### src/rtl/fib_seq_gen_pkg.sv
// Shared encodings and defaults for the Fibonacci term generator.
// FIB_SEQ_GEN_SAT_EN adds the HOLD state that saturate mode parks in.
package fib_seq_gen_pkg;

  localparam int unsigned DEF_WIDTH      = 16;
  localparam int unsigned CNT_W          = 20;
  localparam int unsigned IDX_W          = 16;
  localparam logic [CNT_W-1:0] DEF_DECIMATION = 20'd20;

  typedef enum logic [1:0] {
    MODE_WRAP     = 2'd0,
    MODE_SAT      = 2'd1,
    MODE_RESTART  = 2'd2,
    MODE_WRAP_ALT = 2'd3
  } fib_mode_e;

  typedef enum logic [1:0] {
    ST_IDLE = 2'd0,
    ST_RUN  = 2'd1
`ifdef FIB_SEQ_GEN_SAT_EN
    ,
    ST_HOLD = 2'd2
`endif
  } fib_state_e;

endpackage

### src/rtl/fib_tick_div.sv
// Decimation counter: counts 0..DECIMATION-1 while enabled, parks on the last
// count while the consumer is stalled, and flags the emission slot.
module fib_tick_div
  import fib_seq_gen_pkg::*;
#(
  parameter logic [CNT_W-1:0] DECIMATION = DEF_DECIMATION
) (
  input  logic clk,
  input  logic reset,
  input  logic i_en,
  input  logic i_clear,
  input  logic i_hold,
  output logic o_tick
);

  localparam logic [CNT_W-1:0] LAST = DECIMATION - CNT_W'(1);

  logic [CNT_W-1:0] r_cnt;
  logic             w_last;

  assign w_last = (r_cnt == LAST);
  assign o_tick = i_en && w_last;

  always_ff @(posedge clk or posedge reset) begin
    if (reset) begin
      r_cnt <= '0;
    end else if (i_clear) begin
      r_cnt <= '0;
    end else if (i_en) begin
      if (w_last) begin
        // a stalled slot keeps the counter parked so the term is only delayed
        if (!i_hold) r_cnt <= '0;
      end else begin
        r_cnt <= r_cnt + CNT_W'(1);
      end
    end
  end

endmodule

### src/rtl/fib_seq_gen.sv
// Fibonacci term generator with decimated emission, ready/valid output and
// overflow handling. FIB_SEQ_GEN_SAT_EN enables saturate mode and its HOLD state.
module fib_seq_gen
  import fib_seq_gen_pkg::*;
#(
  parameter int unsigned      WIDTH      = DEF_WIDTH,
  parameter logic [CNT_W-1:0] DECIMATION = DEF_DECIMATION
) (
  input  logic             clk,
  input  logic             reset,
  input  logic             enable,
  input  logic             restart,
  input  logic [1:0]       mode,
  input  logic             out_ready,
  output logic [WIDTH-1:0] out_data,
  output logic             out_valid,
  output logic [IDX_W-1:0] out_index,
  output logic             overflow
);

  localparam logic [WIDTH-1:0] SEED_B = {{(WIDTH-1){1'b0}}, 1'b1};

  fib_state_e       r_state, w_state_nxt;
  logic [WIDTH-1:0] r_a, r_b, r_data;
  logic [IDX_W-1:0] r_idx, r_out_idx;
  logic             r_valid, r_ovf, r_b_lost;
  logic [WIDTH:0]   w_sum;
  logic             w_carry, w_active, w_slot_free, w_tick, w_emit;
  logic             w_sat_mode, w_rst_mode;
`ifdef FIB_SEQ_GEN_SAT_EN
  logic             r_a_sat, r_b_sat, w_hold_go;
`endif

  assign w_sum       = {1'b0, r_a} + {1'b0, r_b};
  assign w_carry     = w_sum[WIDTH];
  assign w_slot_free = !r_valid || out_ready;
  assign w_emit      = w_tick && w_slot_free && !restart;
  assign w_rst_mode  = (mode == MODE_RESTART);
`ifdef FIB_SEQ_GEN_SAT_EN
  assign w_sat_mode  = (mode == MODE_SAT);
  // the saturated value is being emitted now; nothing may follow it
  assign w_hold_go   = w_emit && r_a_sat;
`else
  assign w_sat_mode  = 1'b0;
`endif

  fib_tick_div #(.DECIMATION(DECIMATION)) u_div (
    .clk    (clk),
    .reset  (reset),
    .i_en   (w_active),
    .i_clear(restart || !w_active),
    .i_hold (!w_slot_free),
    .o_tick (w_tick)
  );

  always_ff @(posedge clk or posedge reset) begin
    if (reset) r_state <= ST_IDLE;
    else       r_state <= w_state_nxt;
  end

  always_comb begin
    w_state_nxt = r_state;
    if (restart) begin
      w_state_nxt = enable ? ST_RUN : ST_IDLE;
    end else begin
      case (r_state)
        ST_IDLE, ST_RUN: w_state_nxt = enable ? ST_RUN : ST_IDLE;
`ifdef FIB_SEQ_GEN_SAT_EN
        ST_HOLD:         w_state_nxt = ST_HOLD;
`endif
        default:         w_state_nxt = ST_IDLE;
      endcase
`ifdef FIB_SEQ_GEN_SAT_EN
      if (w_hold_go) w_state_nxt = ST_HOLD;
`endif
    end
  end

  // counting already runs in IDLE once enable is seen, so DECIMATION=1 emits on the first edge
  always_comb begin
    w_active = enable;
`ifdef FIB_SEQ_GEN_SAT_EN
    if (r_state == ST_HOLD) w_active = 1'b0;
`endif
  end

  always_ff @(posedge clk or posedge reset) begin
    if (reset) begin
      r_a       <= '0;
      r_b       <= SEED_B;
      r_idx     <= '0;
      r_data    <= '0;
      r_valid   <= 1'b0;
      r_out_idx <= '0;
      r_ovf     <= 1'b0;
      r_b_lost  <= 1'b0;
`ifdef FIB_SEQ_GEN_SAT_EN
      r_a_sat   <= 1'b0;
      r_b_sat   <= 1'b0;
`endif
    end else if (restart) begin
      r_a       <= '0;
      r_b       <= SEED_B;
      r_idx     <= '0;
      r_valid   <= 1'b0;
      r_out_idx <= '0;
      r_ovf     <= 1'b0;
      r_b_lost  <= 1'b0;
`ifdef FIB_SEQ_GEN_SAT_EN
      r_a_sat   <= 1'b0;
      r_b_sat   <= 1'b0;
`endif
    end else begin
      if (r_valid && out_ready) r_valid <= 1'b0;
      if (w_emit) begin
        r_valid   <= 1'b1;
        r_data    <= r_a;
        r_out_idx <= r_idx;
        if (r_b_lost) begin
          // b was unrepresentable: the sequence starts over after the last good term
          r_a      <= '0;
          r_b      <= SEED_B;
          r_idx    <= '0;
          r_b_lost <= 1'b0;
`ifdef FIB_SEQ_GEN_SAT_EN
          r_a_sat  <= 1'b0;
          r_b_sat  <= 1'b0;
`endif
        end else begin
          r_a   <= r_b;
          r_b   <= w_sum[WIDTH-1:0];
          r_idx <= r_idx + IDX_W'(1);
          if (w_carry) begin
            r_ovf <= 1'b1;
            if (w_sat_mode)      r_b      <= '1;
            else if (w_rst_mode) r_b_lost <= 1'b1;
          end
`ifdef FIB_SEQ_GEN_SAT_EN
          r_b_sat <= w_carry && w_sat_mode;
          r_a_sat <= r_b_sat;
`endif
        end
      end
    end
  end

  assign out_data  = r_data;
  assign out_valid = r_valid;
  assign out_index = r_out_idx;
  assign overflow  = r_ovf;

endmodule

### config.mk
export PLATFORM = sky130hd
export DESIGN_NAME = fib_seq_gen
export DESIGN_NICKNAME = d
export VERILOG_FILES = /design/src/rtl/fib_seq_gen_pkg.sv /design/src/rtl/fib_tick_div.sv /design/src/rtl/fib_seq_gen.sv
export SDC_FILE = /design/constraint.sdc
export NUM_CORES = 1
export LEC_CHECK = 0
export ABC_CLOCK_PERIOD_IN_PS = 8700
export CAP_MARGIN = 20
export CORE_MARGIN = 5
export CORE_UTILIZATION = 45
export CTS_CLUSTER_DIAMETER = 100
export DETAILED_ROUTE_END_ITERATION = 7
export PLACE_DENSITY_LB_ADDON = 0.25
export SLEW_MARGIN = 5
export SYNTH_ARGS = -nofsm -noshare
export SYNTH_HDL_FRONTEND = slang
export SYNTH_SLANG_ARGS = --single-unit
### constraint.sdc
create_clock -name clk -period 8.7 [get_ports clk]
set_clock_uncertainty 0.05 [all_clocks]
set_input_delay 0.87 -clock clk [delete_from_list [all_inputs] [get_ports clk]]
set_output_delay 0.87 -clock clk [all_outputs]
set_load 0.02 [all_outputs]
Yosys cells after proc, flatten, opt, wreduce, memory -nomap -nowiden. Cells that the tools add are included. W data, S select, Z words.

Bitwise logic cells: 1. Add/subtract/negate cells: 3. Equal/unequal tests: 4. Reduce and logical (&&, ||, !) cells: 16. Muxes and demuxes: 27.

Operator list (count): $mux W16 (11); $mux W20 (4); $add A20 B1 Y20 const B (1); $eq A20 B5 Y1 const B (1); $add A16 B16 Y17 (1); $add A16 B1 Y16 const B (1); $mux W1 (12); $reduce_bool A2 Y1 (3); $logic_and A1 B1 Y1 (4); $reduce_and A2 Y1 (2); $logic_not A1 Y1 (3); $ne A3 B2 Y1 const B (1); $reduce_and A3 Y1 (1); $reduce_bool A3 Y1 (1); $eq A2 B2 Y1 const B (1); $logic_or A1 B1 Y1 (2); $ne A2 B2 Y1 const B (1); $not A1 Y1 (1).

Output and inout port bits: 34. Input port bits: 7. Register bits: 103. Logic and storage cells: 60.

Longest topological paths before layout. Gate-level depths: netlist of run 1.

Word-level depth: 6. Mapped depth: 9. Mapped depth without buffers: 9.

Modules after synthesis. Synthesis of run 1 repeated with hierarchy kept, for this count alone.

Cell total of the unflattened synthesis: 508. Area total of the unflattened synthesis: 5257.5 µm².

Modules (own cells, without submodules): fib_seq_gen (area an instance 4076.4 µm², cells each 377, instances 1, seq. area each 2078.2 µm²); fib_tick_div (area an instance 1181.1 µm², cells each 131, instances 1, seq. area each 500.5 µm²).

Worst setup path before layout of run 1. Ideal clock, no wire load.

Kind: register to register. From: register u_div.r_cnt[7]. To: register r_data[10], in the netlist out_data[10]. Buffers on the path: 2. Clock period less this slack: 2516 ps. Setup time: 127 ps. Required time: 8523 ps. Setup slack: 6184 ps. Arrival time: 2339 ps. Stages on the path, launching flop included: 9. Cell sequence: dfrtp_1 -> buf_6 -> or4_4 -> or4_4 -> nor2_4 -> nand2_2 -> nor2_4 -> buf_6 -> mux2_1.

Word-level cells in the longest chain between the ends: 5.

Ends and longest elaborated chain: start, declared (line fib_tick_div.sv:18) `logic [CNT_W-1:0] r_cnt;`; start signal, assigned (line fib_tick_div.sv:34) `r_cnt <= r_cnt + CNT_W'(1);`; $eq A20 B5 Y1 (line fib_tick_div.sv:21) `assign w_last = (r_cnt == LAST);`; $logic_and A1 B1 Y1 (line fib_tick_div.sv:22) `assign o_tick = i_en && w_last;`; $logic_and A1 B1 Y1 (2 in series) (line fib_seq_gen.sv:37) `assign w_emit = w_tick && w_slot_free && !restart;`; $reduce_and A2 Y1 (no line); end signal, assigned (line fib_seq_gen.sv:117) `r_data <= r_a;`; end, declared (line fib_seq_gen.sv:24) `logic [WIDTH-1:0] r_a, r_b, r_data;`.

No other way between the ends. A chain may end at the register's enable or synchronous reset.

Worst setup path after layout of run 1.
From: register u_div.r_cnt[7]. To: register r_data[15], in the netlist out_data[15].

Same word-level chain as after synthesis.

==> results of run 1 <==
## through the flow
step | std cells | setup slack, ns
after floorplan | 498 | 5.078
after global placement | 661 | 5.663
after detailed placement | 661 | 5.632
after CTS | 677 | 5.614
after global routing | 677 | 5.426
final | 677 | 5.635
## worst min-delay path by stage
stage / endpoint / slack, ns
floorplan: r_b[0] / 0.41
global placement: r_b[0] / 0.42
detailed placement: r_b[0] / 0.43
CTS: r_b[0] / 0.44
global route: r_b[0] / 0.47
finish: r_b[0] / 0.43
## sequential cells by signal (all words and copies together), names as in the netlist
register	cells
u_div.r_cnt	20
overflow	1
r_a	16
out_data	16
r_b_lost	1
out_valid	1
r_idx	16
out_index	16
r_b	16
## placed cells by master, fill, tap and decap left out, drive strengths merged, types with 11 or more instances in the layout
| cell type | netlist | layout |
|---|---|---|
| nand4 | 11 | 11 |
| o21ai | 48 | 48 |
| mux2 | 16 | 16 |
| nand2 | 56 | 56 |
| ha | 18 | 18 |
| a22o | 31 | 31 |
| clkdlybuf4s50 | 0 | 40 |
| xor2 | 15 | 15 |
| nor2 | 46 | 46 |
| dfrtp | 102 | 102 |
| a21oi | 22 | 22 |
| nand3 | 20 | 20 |
## per-layer routing
metal,part of all wire,track usage,wire length (um)
met5,0,0,0
met4,0.010,0.05568,107
met3,0.037,0.04648,380
met2,0.48,0.2716,4975
met1,0.47,0.2216,4878
## power by group through the flow
| stage | registers, mW | clock network, mW | logic [mW] |
|---|---|---|---|
| finish | 0.480 | 0.443 | 0.0227 |
| global route | 0.479 | 0.476 | 0.0266 |
| CTS | 0.479 | 0.455 | 0.0238 |
| detailed placement | 0.489 | 0 | 0.0235 |
| global placement | 0.489 | 0 | 0.0234 |
| floorplan | 0.489 | 0 | 0.0148 |
## worst register-to-register path: cells and delay by family (launching register included)
| kind | cells | cell delay, ns |
|---|---|---|
| flip-flops | 1 | 0.46 |
| multiplexers | 1 | 0.42 |
| AND/OR/NAND/NOR | 5 | 2.03 |
## layout make-up
type | instances | share of cell area
Clock buffer | 10 | 0.04044
Clock inverter | 6 | 0.01567
Inverter | 9 | 0.006140
Multi-Input combinational cell | 365 | 0.3989
Sequential cell | 103 | 0.4364
Tap cell | 140 | 0.02964
Timing Repair Buffer | 44 | 0.07284
## cells by family (layout without fill, tap and decap cells)
family,count (synthesis),after routing
flops,103,103
mux,17,17
xor+xnor,23,23
fa+ha+maj,19,19
compound gates,132,132
buf+inv,30,69
simple gates,174,174
==> out/metrics.yaml, run 1 <==
status: "finished, final reports clean"
syn_nets: 524
max_stage_delay_ns: 0.72
relSlewSlack: 0.3964
yosysTopAreaCellShare: 0.5045
syn_inst: 498
final_util: 0.5404
cts_max_level: 3
ys_top_cells_by_area: "dfrtp_1, a22o_1, o21ai_0"
cp-endpoint: "out_data[15]"
syn_avg_cell_area_um2: 10.16
clk_pin_slew_ns: 0.07
muxShareOfSynthArea: 0.03759
synth_edf_count: 0
via_count: 3775
period_minus_slack_ns: 3.065
fp.dieH_um: 116.0
rr_worst_depth: 6
worstMarginPinSlew_ns: 0.9033
grt_max_degree: 67
io_buffers: 40
clockBufferDepth: 2
synth_common_cells: "dfrtp_1, nand2_1, o21ai_0"
p_switching_uw: 199.8
die_w_um: 116.0
routed_wl_mm: 10.34
synthAdderAreaFrac: 0.04847
gp_congestion: 0.8116
synth-simple-area-share: 0.1652
swShare: 0.2114
die-area_um2: 13470
leakage_nw: 2.651
timing.reg2reg.setup_slack_ns: 5.63
worstSetupPathType: "flop to flop"
r2r_start: "u_div.r_cnt[7]"
ir_drop_mv: 0.1240
p_int_uw: 745.4
track_usage: 0.1687
yosysSeqAreaShare: 0.5096
multiInputGateArea_um2: 2357
dpl.hpwl_mm: 6.764
cp_top_family: "simple AND/OR/NAND/NOR gates"
cp_num_buf_inv: 0
yosysMostFrequentCell: "dfrtp_1"
grt_setup_unrepaired: "no"
fin_crit_sh: 0.3523
drive_above_1_share: 0.06331
final_area_um2: 5909
arrival_ns: 3.26
power_frac_seq: 0.507
power_density_nw_per_um2: 159.9
grt_pass1_wl_mm: 18.25
fin_tns_setup_ns: 0
end_kind: "flop"
crit_path_cell_trace: "or4_4, or4_4, nor2_4, nand2_2, nor2_4, mux2_2"
ys_types: 49
num-nets-final: 558
grt_antenna_before_repair: 0
r2r-end: "out_data[15]"
synthesis.area_um2: 5060
cts_resized: 0
synth_compound_area_frac: 0.1711
core-area_um2: 10940
hold_viol: 0
place_area_um2: 5578
drt_pass1_iterations: 4
routedWlPerCell_um: 15.27
fmax_mhz: 326.2
cp_num_cells: 6
yosysTopAreaCell: "dfrtp_1"
cts_sinks: 103
yosysWarnings: 0
clock_latency_ns: 0.35
synth_top_family_by_area: "compound AO/OA/AOI/OAI gates"
drt_iter0_drc: 272
cts_tree: "built"
ff_latch_area_um2: 2579
overflow: 0
slew_viol_final: 0
startpoint_type: "flop"
cts_setup_buffers: 0
setup_viol: 0
worst_ep_required_time_ns: 8.89
synthArstFlopShare: 1.000
io_pins: 41
worstSetupStartpoint: "u_div.r_cnt[7]"
ys.flop_type: "dfrtp_1"
synth_seq_cells: 103
synthXorXnorAreaFrac: 0.03981
path_max_fanout: 32
hp-class: "flop to flop"
maxCapViolCount: 0
diodes: 0
area_growth_pct: 16.79
min_from: "r_b[0]"
start_util: 0.4627
drt-vias-per-instance: 5.576
fillers: 1016
rows: 38
holdWs_ns: 0.4347
crit_slowest_cell: "nor2_4"
holdBufCountCts: 0
drc: 0
grt_pass1_vias: 3788
antenna_left: 0
numCtsBuffers: 9
hold_depth: 2
combPwrFrac: 0.024
clockRootBuffer: "clkbuf_16"
p_total_uw: 945.2
power_frac_clock: 0.469
No activity file was read; power rests on OpenSTA's default activity.
==> inputs of run 2 (changes only) <==
ABC_CLOCK_PERIOD_IN_PS = 2700   (was 8700)
clock period = 2.7 ns   (was 8.7 ns; I/O delays follow)
==> out/metrics.yaml, run 2 (synthesized netlist as in run 1, its figures left out) <==
routed_wl_mm: 10.45  # +1.0%
final_common_cell: "dfrtp_1"
grt_antenna_before_repair: 0  # unchanged
clockRootBuffer: "clkbuf_16"
setup_viol: 0  # unchanged
via_count: 3849  # +2.0%
startpoint_type: "flop"
grt_util_met3: 0.04856  # +0.002089
drc: 0  # unchanged
dpl.hpwl_mm: 7.265  # +7.4%
hp-class: "primary input to asynchronous set/reset pin"
maxCapViolCount: 0  # unchanged
diodes: 0  # unchanged
cts_sinks: 103  # unchanged
crit_path_cell_trace: "or4_4, or4_4, nor2_4, nand2_2, nor2_4, buf_12, mux2_1"
num-nets-final: 567  # +1.6%
fillers: 982  # -3.3%
fmax_mhz: 387.2  # +19%
numCtsBuffers: 9  # unchanged
gr-usage-met1: 0.2157  # -0.005899
end_kind: "flop"
area_growth_pct: 19.46
crit_slowest_cell: "or4_4"
worstSetupPathType: "flop to flop"
holdWs_ns: 0.3032  # -0.1316 ns
cts_setup_buffers: 0  # unchanged
drt_pass1_iterations: 4  # unchanged
die-area_um2: 13470  # unchanged
io_buffers: 40  # unchanged
drive_above_1_share: 0.07875  # +0.01544
worst_ep_required_time_ns: 2.87  # -6.02 ns
clock_latency_ns: 0.35  # about the same
arrival_ns: 2.76  # -0.50 ns
cts_max_level: 3  # unchanged
grt_pass1_vias: 3910  # +3.2%
worstMarginPinSlew_ns: 0.6312  # -0.2722 ns
core-area_um2: 10940  # unchanged
leakage_nw: 2.725  # +2.8%
grt_max_degree: 41  # -39%
relSlewSlack: 0.5783  # +0.1820
period_minus_slack_ns: 2.582  # -0.4828 ns
slew_viol_final: 0  # unchanged
drt-vias-per-instance: 5.611  # +0.62%
routedWlPerCell_um: 15.23  # -0.31%
fp.dieH_um: 116.0  # unchanged
cts_tree: "built"
cts_resized: 0  # unchanged
met2_usage: 0.2865  # +0.01496
regMostFlops: "u_div.r_cnt"
max_stage_delay_ns: 0.54  # -0.18 ns
clk_pin_slew_ns: 0.07  # about the same
largest_register_ffs: 20  # unchanged
start_util: 0.4627  # unchanged
antenna_left: 0  # unchanged
ir_drop_mv: 0.3988  # +220%
fin_crit_sh: 0.9565  # +0.6041
layout_common_cells: "dfrtp_1, nand2_1, o21ai_0"
status: "finished, final reports clean"
ff_latch_area_um2: 2579  # unchanged
holdBufCountCts: 0  # unchanged
drt_iter0_drc: 246  # -9.6%
power_density_nw_per_um2: 499.4  # +210%
gr-max-usage-layer: "met2"
rows: 38  # unchanged
path_max_fanout: 21  # -34%
fin_tns_setup_ns: 0  # unchanged
track_usage: 0.1704  # +0.001693
clockBufferDepth: 2  # unchanged
gp_congestion: 0.8286  # +2.1%
grt_setup_unrepaired: "no"
hold_viol: 0  # unchanged
grt_pass1_wl_mm: 18.44  # +1.0%
io_pins: 41  # unchanged
multiInputGateArea_um2: 2357  # unchanged
overflow: 0  # unchanged
die_w_um: 116.0  # unchanged
run 2: per-stage QoR:
step / power (mW) / std cells / cell area, um2 / worst slack (ns) / util
6_report: 3.018 / 686 / 6045 / 0.1176 / 0.5527
3_5_place_dp: 1.663 / 670 / 5722 / 0.1264 / 0.5232
5_1_grt: 3.134 / 686 / 6045 / 0.01711 / 0.5527
3_3_place_gp: 1.663 / 670 / 5722 / 0.1609 / 0.5232
4_1_cts: 3.062 / 686 / 6045 / 0.1010 / 0.5527
2_1_floorplan: 1.623 / 498 / 5064 / 0.1838 / -
run 2: worst max-delay path, delay by kind of cell, from the launching register on:
kind / cells / cell delay (ns)
buffers and inverters: 1 / 0.18
DFF: 1 / 0.40
muxes: 1 / 0.34
and+or+nand+nor: 5 / 1.48
run 2: report_power, final:
group,switching [mW],internal (mW)
clock,0.553,0.834
sequential,0.00176,1.54
combinational,0.0599,0.0258
total,0.615,2.40
run 2: path summary, 6_finish.rpt:
path	from	endpoint	slack, ns	cells past startpoint
setup reg to reg	u_div.r_cnt[6]	out_data[3]	0.12	7
hold reg to reg	r_b[0]	r_b[0]	0.43	2
min in group clk	r_b[0]	r_b[0]	0.43	2
max in group asynchronous	reset	r_b[0]	1.65	3
hold / removal	reset	r_b_lost	0.30	2
setup / recovery	u_div.r_cnt[6]	out_data[3]	0.12	7
run 2: final cells by class:
| cell class | count | share of cell area |
|---|---|---|
| flip-flops and latches | 103 | 0.4266 |
| clock inverters | 6 | 0.01387 |
| multi-input cells | 365 | 0.3900 |
| inverters | 9 | 0.006210 |
| clock buffers | 10 | 0.03954 |
| well taps | 140 | 0.02898 |
| repair buffers | 53 | 0.09480 |
run 2: routing by layer:
metal  vias up  share of wire
li1       1878              -
met1      1913           0.46
met2        50           0.50
met3         8          0.033
met4         0          0.012
met5         -              0
==> inputs of run 3 (changes only) <==
CORE_UTILIZATION = 52   (was 45)
==> out/metrics.yaml, run 3 (synthesized netlist as in run 1, its figures left out) <==
status: "finished, final reports clean"
arrival_ns: 2.77  # about the same
cts_max_level: 3  # unchanged
area_growth_pct: 17.61
worstMarginPinSlew_ns: 0.5340  # -0.09720 ns
fp.dieH_um: 108.6  # -6.4%
holdBufCountCts: 0  # unchanged
clk_pin_slew_ns: 0.09  # +0.02 ns
io_pins: 41  # unchanged
start_util: 0.5249  # +0.06222
drt_iter0_drc: 293  # +19%
antenna_left: 0  # unchanged
gp_congestion: 0.8387  # +1.2%
grt_pass1_wl_mm: 17.95  # -2.6%
end_kind: "flop"
cp_num_buf_inv: 1  # unchanged
fin_tns_setup_ns: 0  # unchanged
maxCapViolCount: 0  # unchanged
worst_ep_required_time_ns: 2.89  # +0.02 ns
regMostFlops: "u_div.r_cnt"
grt_antenna_before_repair: 0  # unchanged
slew_viol_final: 0  # unchanged
crit_path_cell_trace: "or4_4, or4_4, nor2_4, nand2_2, nor2_4, buf_12, mux2_1"
drt_pass1_iterations: 4  # unchanged
grt_pass1_vias: 3842  # -1.7%
power_density_nw_per_um2: 431.3  # -14%
cts_tree: "built"
overflow: 0  # unchanged
clock_latency_ns: 0.36  # about the same
io_buffers: 40  # unchanged
clockBufferDepth: 2  # unchanged
rows: 36  # -5.3%
ir_drop_mv: 0.2901  # -27%
die-area_um2: 11800  # -12%
layout_common_cells: "dfrtp_1, nand2_1, o21ai_0"
clockRootBuffer: "clkbuf_8"
final_common_cell: "dfrtp_1"
crit_slowest_cell: "or4_4"
track_usage: 0.1889  # +0.01846
numCtsBuffers: 9  # unchanged
cp_top_family: "simple AND/OR/NAND/NOR gates"
max_stage_delay_ns: 0.54  # about the same
setup_viol: 0  # unchanged
grt_setup_unrepaired: "no"
r2r-end: "out_data[5]"
startpoint_type: "flop"
path_max_fanout: 12  # -43%
diodes: 0  # unchanged
drc: 0  # unchanged
largest_register_ffs: 20  # unchanged
timing.reg2reg.setup_slack_ns: 0.11  # about the same
die_w_um: 108.6  # -6.4%
routedWlPerCell_um: 15.42  # +1.2%
grt_max_degree: 67  # +63%
hp-class: "primary input to asynchronous set/reset pin"
num-nets-final: 572  # +0.88%
fin_crit_sh: 0.9577  # +0.001232
leakage_nw: 2.684  # -1.5%
hold_viol: 0  # unchanged
dpl.hpwl_mm: 7.285  # +0.27%
via_count: 3852  # +0.078%
p_total_mw: 2.566  # -15%
fmax_mhz: 386.7  # -0.13%
period_minus_slack_ns: 2.586  # +0.003326 ns
routed_wl_mm: 10.54  # +0.94%
drt-vias-per-instance: 5.632  # +0.37%
relSlewSlack: 0.6407  # +0.06240
rr_worst_depth: 7  # unchanged
cts_sinks: 103  # unchanged
core-area_um2: 9639  # -12%
worstSetupPathType: "flop to flop"
drive_above_1_share: 0.08348  # +0.004730
r2r_start: "u_div.r_cnt[6]"
cts_resized: 0  # unchanged
-- run 3: changes by cell type in the layout (fill, tap and decap cells not counted), sizes merged --
cell / previous run / this run
bufinv: 2 / 0
buf: 13 / 17
clkinv: 4 / 0
inv: 8 / 9
clkbuf: 10 / 16
-- run 3: layout make-up --
| cell class | count | area, um2 |
|---|---|---|
| clock inverters | 1 | 8.758 |
| clock buffers | 15 | 186.4 |
| flip-flops and latches | 103 | 2579 |
| inverters | 9 | 37.54 |
| repair buffers | 58 | 615.6 |
| multi-input cells | 365 | 2357 |
| fillers | 853 | 3689 |
| well taps | 133 | 166.4 |
-- run 3: timing repair --
item / 4_1_cts / 5_1_grt
setup buffers: 0 / 1
endpoints found under the hold margin: 0 / 0
endpoints found under the setup margin: 0 / 1
-- run 3: routing by layer --
| layer | up-vias | routed length [um] | track usage |
|---|---|---|---|
| met1 | 1896 | 4941 | 0.2540 |
| met5 | - | 0 | 0 |
| met4 | 0 | 33 | 0.04058 |
| li1 | 1889 | - | - |
| met2 | 65 | 5136 | 0.3085 |
| met3 | 2 | 433 | 0.05151 |
-- run 3: through the flow --
step / area (um2) / instances / setup WS (ns) / util / hold WS [ns]
2_1_floorplan: 5064 / 498 / 0.1838 / - / 0.2831
3_3_place_gp: 5723 / 666 / 0.1341 / 0.5937 / 0.4173
3_5_place_dp: 5723 / 666 / 0.1001 / 0.5937 / 0.4232
4_1_cts: 5918 / 682 / 0.06633 / 0.6140 / 0.1961
5_1_grt: 5951 / 684 / 0.05254 / 0.6173 / 0.2113
6_report: 5951 / 684 / 0.1142 / 0.6173 / 0.1962
-- run 3: worst max-delay path by stage --
stage	from	end	slack, ns	cells past startpoint
2_1_floorplan	u_div.r_cnt[7]	out_data[10]	0.18	8
3_3_place_gp	u_div.r_cnt[6]	out_data[15]	0.13	7
3_5_place_dp	u_div.r_cnt[6]	out_data[5]	0.10	7
4_1_cts	u_div.r_cnt[6]	out_data[5]	0.07	7
5_1_grt	u_div.r_cnt[6]	out_data[5]	0.05	7
6_report	u_div.r_cnt[6]	out_data[5]	0.11	7
-- run 3: where the power goes --
part / internal (mW) / switching [mW] / total [mW]
Clock: 0.442 / 0.496 / 0.938
Sequential: 1.54 / 0.00179 / 1.54
Combinational: 0.0248 / 0.0592 / 0.0840
Total: 2.01 / 0.557 / 2.57
